$ cat src/rtl/piso_register_nbit.sv
// Parallel-in serial-out register with a valid/ready load handshake and a stallable serial stream.
// A word is accepted in IDLE, or on the cycle its predecessor's final bit is consumed, so words can stream with no gap.
module piso_register_nbit #(
    parameter int N         = 8,
    parameter bit MSB_FIRST = 1'b1
) (
    input  logic         clk,
    input  logic         clr,
    input  logic [N-1:0] d,
    input  logic         load_valid,
    output logic         load_ready,
    input  logic         shift_en,
    output logic         sout,
    output logic         sout_valid,
    output logic         last
);

    localparam int CW = $clog2(N);
    localparam logic [CW-1:0] CNT_LAST = CW'(N - 1);

    localparam logic [0:0] IDLE  = 1'b0;
    localparam logic [0:0] SHIFT = 1'b1;

    logic [0:0]    state_q, state_d;
    logic [N-1:0]  sreg_q, sreg_d;
    logic [CW-1:0] cnt_q, cnt_d;

    logic in_shift;
    logic at_last;
    logic accept;

    assign in_shift = (state_q == SHIFT);
    assign at_last  = in_shift && (cnt_q == CNT_LAST);
    assign accept   = load_valid && load_ready;

    // Outputs are forced low while clr is held, independent of the registered state.
    assign load_ready = ~clr & (~in_shift | (at_last & shift_en));
    assign sout_valid = ~clr & in_shift;
    assign last       = ~clr & at_last;
    assign sout       = ~clr & in_shift & (MSB_FIRST ? sreg_q[N-1] : sreg_q[0]);

    always_comb begin
        state_d = state_q;
        sreg_d  = sreg_q;
        cnt_d   = cnt_q;
        if (clr) begin
            state_d = IDLE;
            sreg_d  = '0;
            cnt_d   = '0;
        end else if (accept) begin
            state_d = SHIFT;
            sreg_d  = d;
            cnt_d   = '0;
        end else if (in_shift && shift_en) begin
            sreg_d = MSB_FIRST ? (sreg_q << 1) : (sreg_q >> 1);
            if (at_last) begin
                state_d = IDLE;
                cnt_d   = '0;
            end else begin
                cnt_d = cnt_q + 1'b1;
            end
        end
    end

    always_ff @(posedge clk) begin
        state_q <= state_d;
        sreg_q  <= sreg_d;
        cnt_q   <= cnt_d;
    end

endmodule
$ cat config.mk
export PLATFORM = sky130hd
export DESIGN_NAME = piso_register_nbit
export DESIGN_NICKNAME = d
export VERILOG_FILES = /design/src/rtl/piso_register_nbit.sv
export SDC_FILE = /design/constraint.sdc
export NUM_CORES = 1
export LEC_CHECK = 0
export BUFFER_PORTS_ARGS = -buffer_cell sky130_fd_sc_hd__buf_4
export CORE_MARGIN = 2
export CORE_UTILIZATION = 40
export CTS_BUF_LIST = sky130_fd_sc_hd__clkbuf_8
export DETAILED_ROUTE_END_ITERATION = 10
export MAX_ROUTING_LAYER = met4
export PLACE_DENSITY_LB_ADDON = 0.2
export SYNTH_ARGS = -nofsm -noshare
export SYNTH_HDL_FRONTEND = slang
export SYNTH_SLANG_ARGS = --single-unit
export TNS_END_PERCENT = 30
$ cat constraint.sdc
create_clock -name clk -period 3.7 [get_ports clk]
set_clock_uncertainty 0.15 [all_clocks]
set_input_delay 0.185 -clock clk [delete_from_list [all_inputs] [get_ports clk]]
set_output_delay 0.185 -clock clk [all_outputs]
set_load 0.01 [all_outputs]
==> flow_metrics.py, run 1 <==
metrics = {
    "setup_path": {
        "start_kind": "flip-flop",
        "crit_arrival_ps": 1410,
        "required_ps": 3370,
        "rr_endpoint": "sreg_q[6]",
        "critPathCapture": "load_ready",
        "r2r_cells": 5,
        "r2r_start": "cnt_q[0]",
        "critPathLaunch": "cnt_q[0]",
        "crit_fanout": 6,
        "end_kind": "primary output",
        "ff2ff_setup_slack_ps": 1990,
        "worst-setup-path-type": "flip-flop to primary output",
    },
    "min_path": {
        "whs_path_depth": 3,
        "holdCritStartpoint": "d[5]",
        "worstHoldPathType": "primary input to flip-flop",
    },
    "place": {
        "gp_congestion": 0.747,
        "hpwl_um": 939,
        "place_area_um2": 739,
        "io_buffers": 15,
        "post-place-ws_ps": 1970,
    },
    "floorplan": {
        "initial_core_util": 0.423,
        "die_w_um": 43.9,
        "die_h_um": 43.9,
        "core_area_um2": 1510,
        "rows": 14,
        "dieArea_um2": 1930,
        "pin_count": 16,
    },
    "cells_and_area": {
        "nNetsFinal": 99,
        "area_growth_pct": 24.8,
        "diodes": 0,
        "fill_cells": 141,
        "drive_gt1_frac": 0.262,
        "final_area_um2": 795,
        "seq_area_um2": 240,
        "multi_input_area_um2": 340,
    },
    "sta": {
        "fin_crit_ps": 1750,
        "setup_slack_ps": 1950,
        "tightest_slew_ps": 378,
        "rsz0062_at_grt": "false",
        "setup_viol": 0,
        "slew-limit-headroom": 0.747,
        "hold_viol_final": 0,
        "fin_crit_sh": 0.472,
        "tns_ps": 0,
        "final_max_slew_viol_count": 0,
        "clock.fmax_mhz": 573,
    },
    "synth": {
        "yosysSeqAreaShare": 0.377,
        "synth_top_family_by_area": "compound AO/OA/AOI/OAI gates",
        "synth-main-ff-cell": "dfxtp_1",
        "synthesis.area_um2": 637,
        "synthXorXnorAreaFrac": 0,
        "synth-seq-cells": 12,
        "synth.net_count": 84,
        "synth_area_leaders": "dfxtp_1, a221oi_1, a211oi_1, and3_1, mux2i_1",
        "netlist_instances": 70,
        "synthMuxAreaShare": 0.0472,
        "synth_cell_type_count": 23,
        "yosysMostFrequentCell": "dfxtp_1",
        "yosysWarnings": 0,
        "synth_top_cells_by_count": "dfxtp_1, a211oi_1, a221oi_1, and3_1, inv_1",
        "synth_edf_count": 0,
        "yosysTopAreaCell": "dfxtp_1",
        "synth_compound_area_frac": 0.242,
        "synthSimpleGateAreaFrac": 0.206,
        "synth_fa_ha_area_frac": 0.0393,
        "avgSynthCellArea_um2": 9.10,
        "async_flop_share": 0,
        "synth.top_cell.area_share": 0.377,
    },
    "global_route": {
        "groute.usage.overall": 0.168,
        "grt_pass1_wl_um": 2280,
        "grt_max_degree": 15,
        "grt_pass1_vias": 479,
        "grt_overflow": 0,
        "antenna_found_initial": 0,
    },
    "clock_tree": {
        "ctsResizeCount": 0,
        "clock-sinks": 12,
        "clk_latency_ps": 240,
        "cts-root-buf": "clkbuf_8",
        "tritoncts": "built",
        "clk_pin_slew_ps": 50,
        "cts_buffers": 3,
        "ctsLongestPathBuffers": 2,
        "cts_setup_buffers": 0,
        "htreeDepth": 1,
        "cts_hold_buf": 0,
    },
    "route": {
        "drcViolationCount": 0,
        "ant_nets": 0,
        "wl_um": 1330,
        "avgViaCountPerCell": 5.73,
        "dr.pass1.iters": 4,
        "wl_per_cell_um": 13.3,
        "drtIter0Drc": 8,
        "vias": 573,
    },
    "power_and_ir_drop": {
        "vdd_drop_max_mv": 0.200,
        "p_leak_nw": 0.391,
        "power.density_nw_per_um2": 419,
        "p_total_uw": 333,
    },
    "flow_run": {
        "max_cap_viol_count": 0,
    },
    "outcome": {
        "status": "finished clean",
    },
}
cell families (layout without fill, tap and decap cells):
logic type      after synthesis  after routing
fa+ha+maj                     2              2
simple gates                 23             23
compound gates               18             18
mux                           3              3
buf+inv                      12             26
flops                        12             12
power by group:
part | switching, mW | internal, mW
sequential | 0.00614 | 0.138
combinational | 0.0218 | 0.0251
clock | 0.0483 | 0.0940
through the flow:
step | hold WS (ps) | instances | util
3_3_place_gp | 290 | 96 | 0.491
5_1_grt | 49.3 | 100 | 0.527
2_1_floorplan | 114 | 70 | -
6_report | 42.3 | 100 | 0.527
3_5_place_dp | 295 | 96 | 0.491
4_1_cts | 38.8 | 100 | 0.527
how the worst min path moves through the flow:
stage                           end  slack (ps)
final                     sreg_q[5]          40
after global routing      sreg_q[2]          50
after CTS                 sreg_q[4]          40
after detailed placement  sreg_q[4]         300
after global placement    sreg_q[3]         290
after floorplan            cnt_q[0]         110
layout make-up:
cell class / count / share of cell area
clock buffer: 4 / 0.0693
inverter: 7 / 0.0331
multi-input combinational: 46 / 0.428
sequential: 12 / 0.302
tap: 16 / 0.0252
timing repair buffer: 15 / 0.142
layer usage:
metal,up-vias,global-route usage,part of all wire
met4,0,0.109,0.014
met3,4,0.0375,0.057
li1,286,-,-
met5,-,-,0
met2,20,0.226,0.47
met1,263,0.223,0.46
placed cells by master, fill, tap and decap left out, types with 2 or more instances in the layout:
master and count:
inv_1 7, nor3_1 3, and3_1 7, clkbuf_8 4, a221oi_1 7, buf_4 15, nor2_1 5, mux2i_1 3
ha_1 2, a211oi_1 7, and2_1 2, dfxtp_1 12
flip-flops by register name (all words and copies together) (netlist names):
signal / count
in_shift: 1
cnt_q: 3
sreg_q: 8
worst max-delay path: stages, from the launching register on:
cell      delay (ps)
dfxtp_1          330
ha_1             200
ha_1             250
a21boi_1         200
nor2_1            60
buf_4            140
Power figures use the tool's default switching activity.
==> run 2, diff against run 1 <==
--- a/config.mk
+++ b/config.mk
@@ -5,6 +5,7 @@
 export SDC_FILE = /design/constraint.sdc
 export NUM_CORES = 1
 export LEC_CHECK = 0
+export ABC_AREA = 1
 export BUFFER_PORTS_ARGS = -buffer_cell sky130_fd_sc_hd__buf_4
 export CORE_MARGIN = 2
 export CORE_UTILIZATION = 40
==> constraint.sdc (replaced) <==
create_clock -name clk -period 1.8 [get_ports clk]
set_clock_uncertainty 0.15 [all_clocks]
set_input_delay 0.09 -clock clk [delete_from_list [all_inputs] [get_ports clk]]
set_output_delay 0.09 -clock clk [all_outputs]
set_load 0.01 [all_outputs]
==> run 2 against run 1 <==
Sequential power up 100%; final cell count up 27%; die area grew 0.55%; hold slack gained 21 ps; sequential cell count is the same; sequential share of layout area is 1.1 points lower; first-iteration DRC count rose by 50%; clock power grew 68%.
==> flow_metrics.py, run 2 <==
metrics = {
    "setup_path": {
        "crit_buf_inv": 0,
        "crit_fanout": 10,
        "r2r_start": "cnt_q[0]",
        "worst-setup-path-type": "flip-flop to flip-flop",
        "critPathTopFamily": "simple AND/OR/NAND/NOR gates",
        "required_ps": 1820,
        "start_kind": "flip-flop",
        "slowest_delay_ps": 320,
        "crit_arrival_ps": 1670,
        "path_cells": "ha_1 -> ha_1 -> nand2_1 -> nand2_2 -> nand3_2 -> nand3_1 -> a21oi_1",
        "slowest_stage": "dfxtp_1",
        "rr_endpoint": "sreg_q[6]",
        "ff2ff_setup_slack_ps": 140,
        "end_kind": "flip-flop",
        "cpMostUsedCell": "ha_1",
        "r2r_cells": 7,
    },
    "cells_and_area": {
        "nNetsFinal": 127,
        "area_growth_pct": 28.7,
        "layout_common_cells": "nand2_1, buf_4, a21oi_1",
        "drive_gt1_frac": 0.207,
        "final_util": 0.547,
        "final_common_cell": "nand2_1",
        "fill_cells": 153,
        "multi_input_area_um2": 345,
        "final_area_um2": 825,
        "diodes": 0,
        "seq_area_um2": 240,
        "largest_reg_flops": 8,
        "largest-register": "sreg_q",
    },
    "global_route": {
        "met3_usage": 0.0367,
        "busiest_layer": "met2",
        "use_met2": 0.274,
        "use_met1": 0.234,
        "grt_overflow": 0,
        "grt_pass1_wl_um": 2530,
        "antenna_found_initial": 0,
        "grt_max_degree": 18,
        "grt_pass1_vias": 613,
        "groute.usage.overall": 0.180,
    },
    "place": {
        "place_area_um2": 753,
        "post-place-ws_ps": 161,
        "gp_congestion": 0.801,
        "hpwl_um": 996,
        "io_buffers": 15,
    },
    "clock_tree": {
        "cts-root-buf": "clkbuf_8",
        "htreeDepth": 1,
        "tritoncts": "built",
        "clk_latency_ps": 230,
        "clk_pin_slew_ps": 50,
        "ctsLongestPathBuffers": 2,
        "cts_setup_buffers": 0,
        "cts_buffers": 3,
        "clock-sinks": 12,
        "ctsResizeCount": 0,
    },
    "synth": {
        "synth-seq-cells": 12,
        "synth.net_count": 107,
        "synth_cell_type_count": 18,
        "netlist_instances": 93,
        "synth.top_cell.area_share": 0.375,
        "synth-main-ff-cell": "dfxtp_1",
        "yosysTopAreaCell": "dfxtp_1",
        "yosysSeqAreaShare": 0.375,
        "synthesis.area_um2": 641,
        "async_flop_share": 0,
        "synth_area_leaders": "dfxtp_1, nand2_1, a21oi_1, nand3_1, nand4_1",
        "synth_edf_count": 0,
        "avgSynthCellArea_um2": 6.89,
        "yosysMostFrequentCell": "nand2_1",
        "synth_top_cells_by_count": "nand2_1, a21oi_1, dfxtp_1",
        "yosysWarnings": 0,
    },
    "floorplan": {
        "dieArea_um2": 1940,
        "rows": 14,
        "die_w_um": 44.0,
        "die_h_um": 44.0,
        "initial_core_util": 0.425,
        "core_area_um2": 1510,
        "pin_count": 16,
    },
    "min_path": {
        "worst_hold_path.endpoint": "sreg_q[0]",
        "whs_path_depth": 3,
        "worstHoldPathType": "primary input to flip-flop",
        "holdCritStartpoint": "load_valid",
    },
    "sta": {
        "clock.fmax_mhz": 604,
        "setup_slack_ps": 145,
        "timing.hold.ws_ps": 62.9,
        "fin_crit_sh": 0.920,
        "fin_crit_ps": 1660,
        "setup_viol": 0,
        "tightest_slew_ps": 256,
        "slew-limit-headroom": 0.828,
        "final_max_slew_viol_count": 0,
        "hold_viol_final": 0,
    },
    "power_and_ir_drop": {
        "power_frac_comb": 0.159,
        "p_leak_nw": 0.395,
        "power.switching_uw": 157,
        "power_frac_seq": 0.463,
        "vdd_drop_max_mv": 0.435,
        "power.density_nw_per_um2": 764,
        "p_total_uw": 630,
        "switching_share": 0.250,
        "p_int_uw": 472,
        "p_clk_frac": 0.378,
    },
    "route": {
        "wl_per_cell_um": 12.1,
        "drtIter0Drc": 12,
        "dr.pass1.iters": 4,
        "ant_nets": 0,
        "wl_um": 1540,
        "avgViaCountPerCell": 5.19,
        "vias": 659,
        "drcViolationCount": 0,
    },
    "flow_run": {
        "max_cap_viol_count": 0,
    },
    "outcome": {
        "status": "finished clean",
    },
}
-- run 2: changes by cell type after synthesis, moves of 2 or more --
cell,change
nor3_1,-2
nor2_1,-2
a21oi_1,+12
nand3_1,+10
buf_2,-3
and3_1,-6
a221oi_1,-7
and2_1,-2
nand2_1,+27
a211oi_1,-7
mux2i_1,-3
nand4_1,+6
-- run 2: worst max-delay path by stage --
stage / startpoint / end / slack [ps] / cells past startpoint
after detailed placement: cnt_q[0] / cnt_q[0] / 160 / 7
after global routing: cnt_q[0] / sreg_q[3] / -0.3 / 7
final: cnt_q[0] / sreg_q[6] / 140 / 7
after floorplan: cnt_q[0] / sreg_q[1] / 270 / 8
after global placement: cnt_q[0] / cnt_q[1] / 210 / 7
after CTS: cnt_q[0] / sreg_q[7] / 150 / 8
-- run 2: cells by family after synthesis --
kind of cell / after synthesis / synth area share
AND/OR/NAND/NOR: 52 / 0.383
buffers and inverters: 14 / 0.102
AO/OA/AOI/OAI: 13 / 0.102
flip-flops: 12 / 0.375
adder cells (fa/ha/maj): 2 / 0.0391
-- run 2: tightest hold or removal path: stages --
cell and delay [ps]:
buf_4 160, nand3_1 90, a21oi_1 60
-- run 2: final cells by class --
type,count,share of cell area
clock buffers,3,0.0501
inverters,10,0.0455
multi-input cells,68,0.419
flip-flops and latches,12,0.291
well taps,16,0.0243
repair buffers,18,0.170
-- run 2: what timing repair did --
action / in CTS / in global routing
hold buffers: 2 / 0
endpoints found under the hold margin: 9 / 0
setup endpoints to repair: 0 / 5
-- run 2: stage by stage --
| stage | setup TNS (ps) | std cells |
|---|---|---|
| 3_3_place_gp | 0 | 121 |
| 3_5_place_dp | 0 | 121 |
| 2_1_floorplan | 0 | 93 |
| 5_1_grt | -0.314 | 127 |
| 6_report | 0 | 127 |
| 4_1_cts | 0 | 126 |
-- run 2: power groups by stage --
stage          sequential (mW)  clock [mW]  combinational [mW]
2_1_floorplan            0.294           0              0.0616
3_3_place_gp             0.296           0              0.0920
3_5_place_dp             0.297           0              0.0930
4_1_cts                  0.291       0.246              0.0968
5_1_grt                  0.293       0.260               0.112
6_report                 0.291       0.238               0.100
-- run 2: routing by layer --
metal	up-vias	routed length [um]
met5	-	0
met4	0	18
met3	2	90
met2	21	691
met1	286	737
li1	350	-
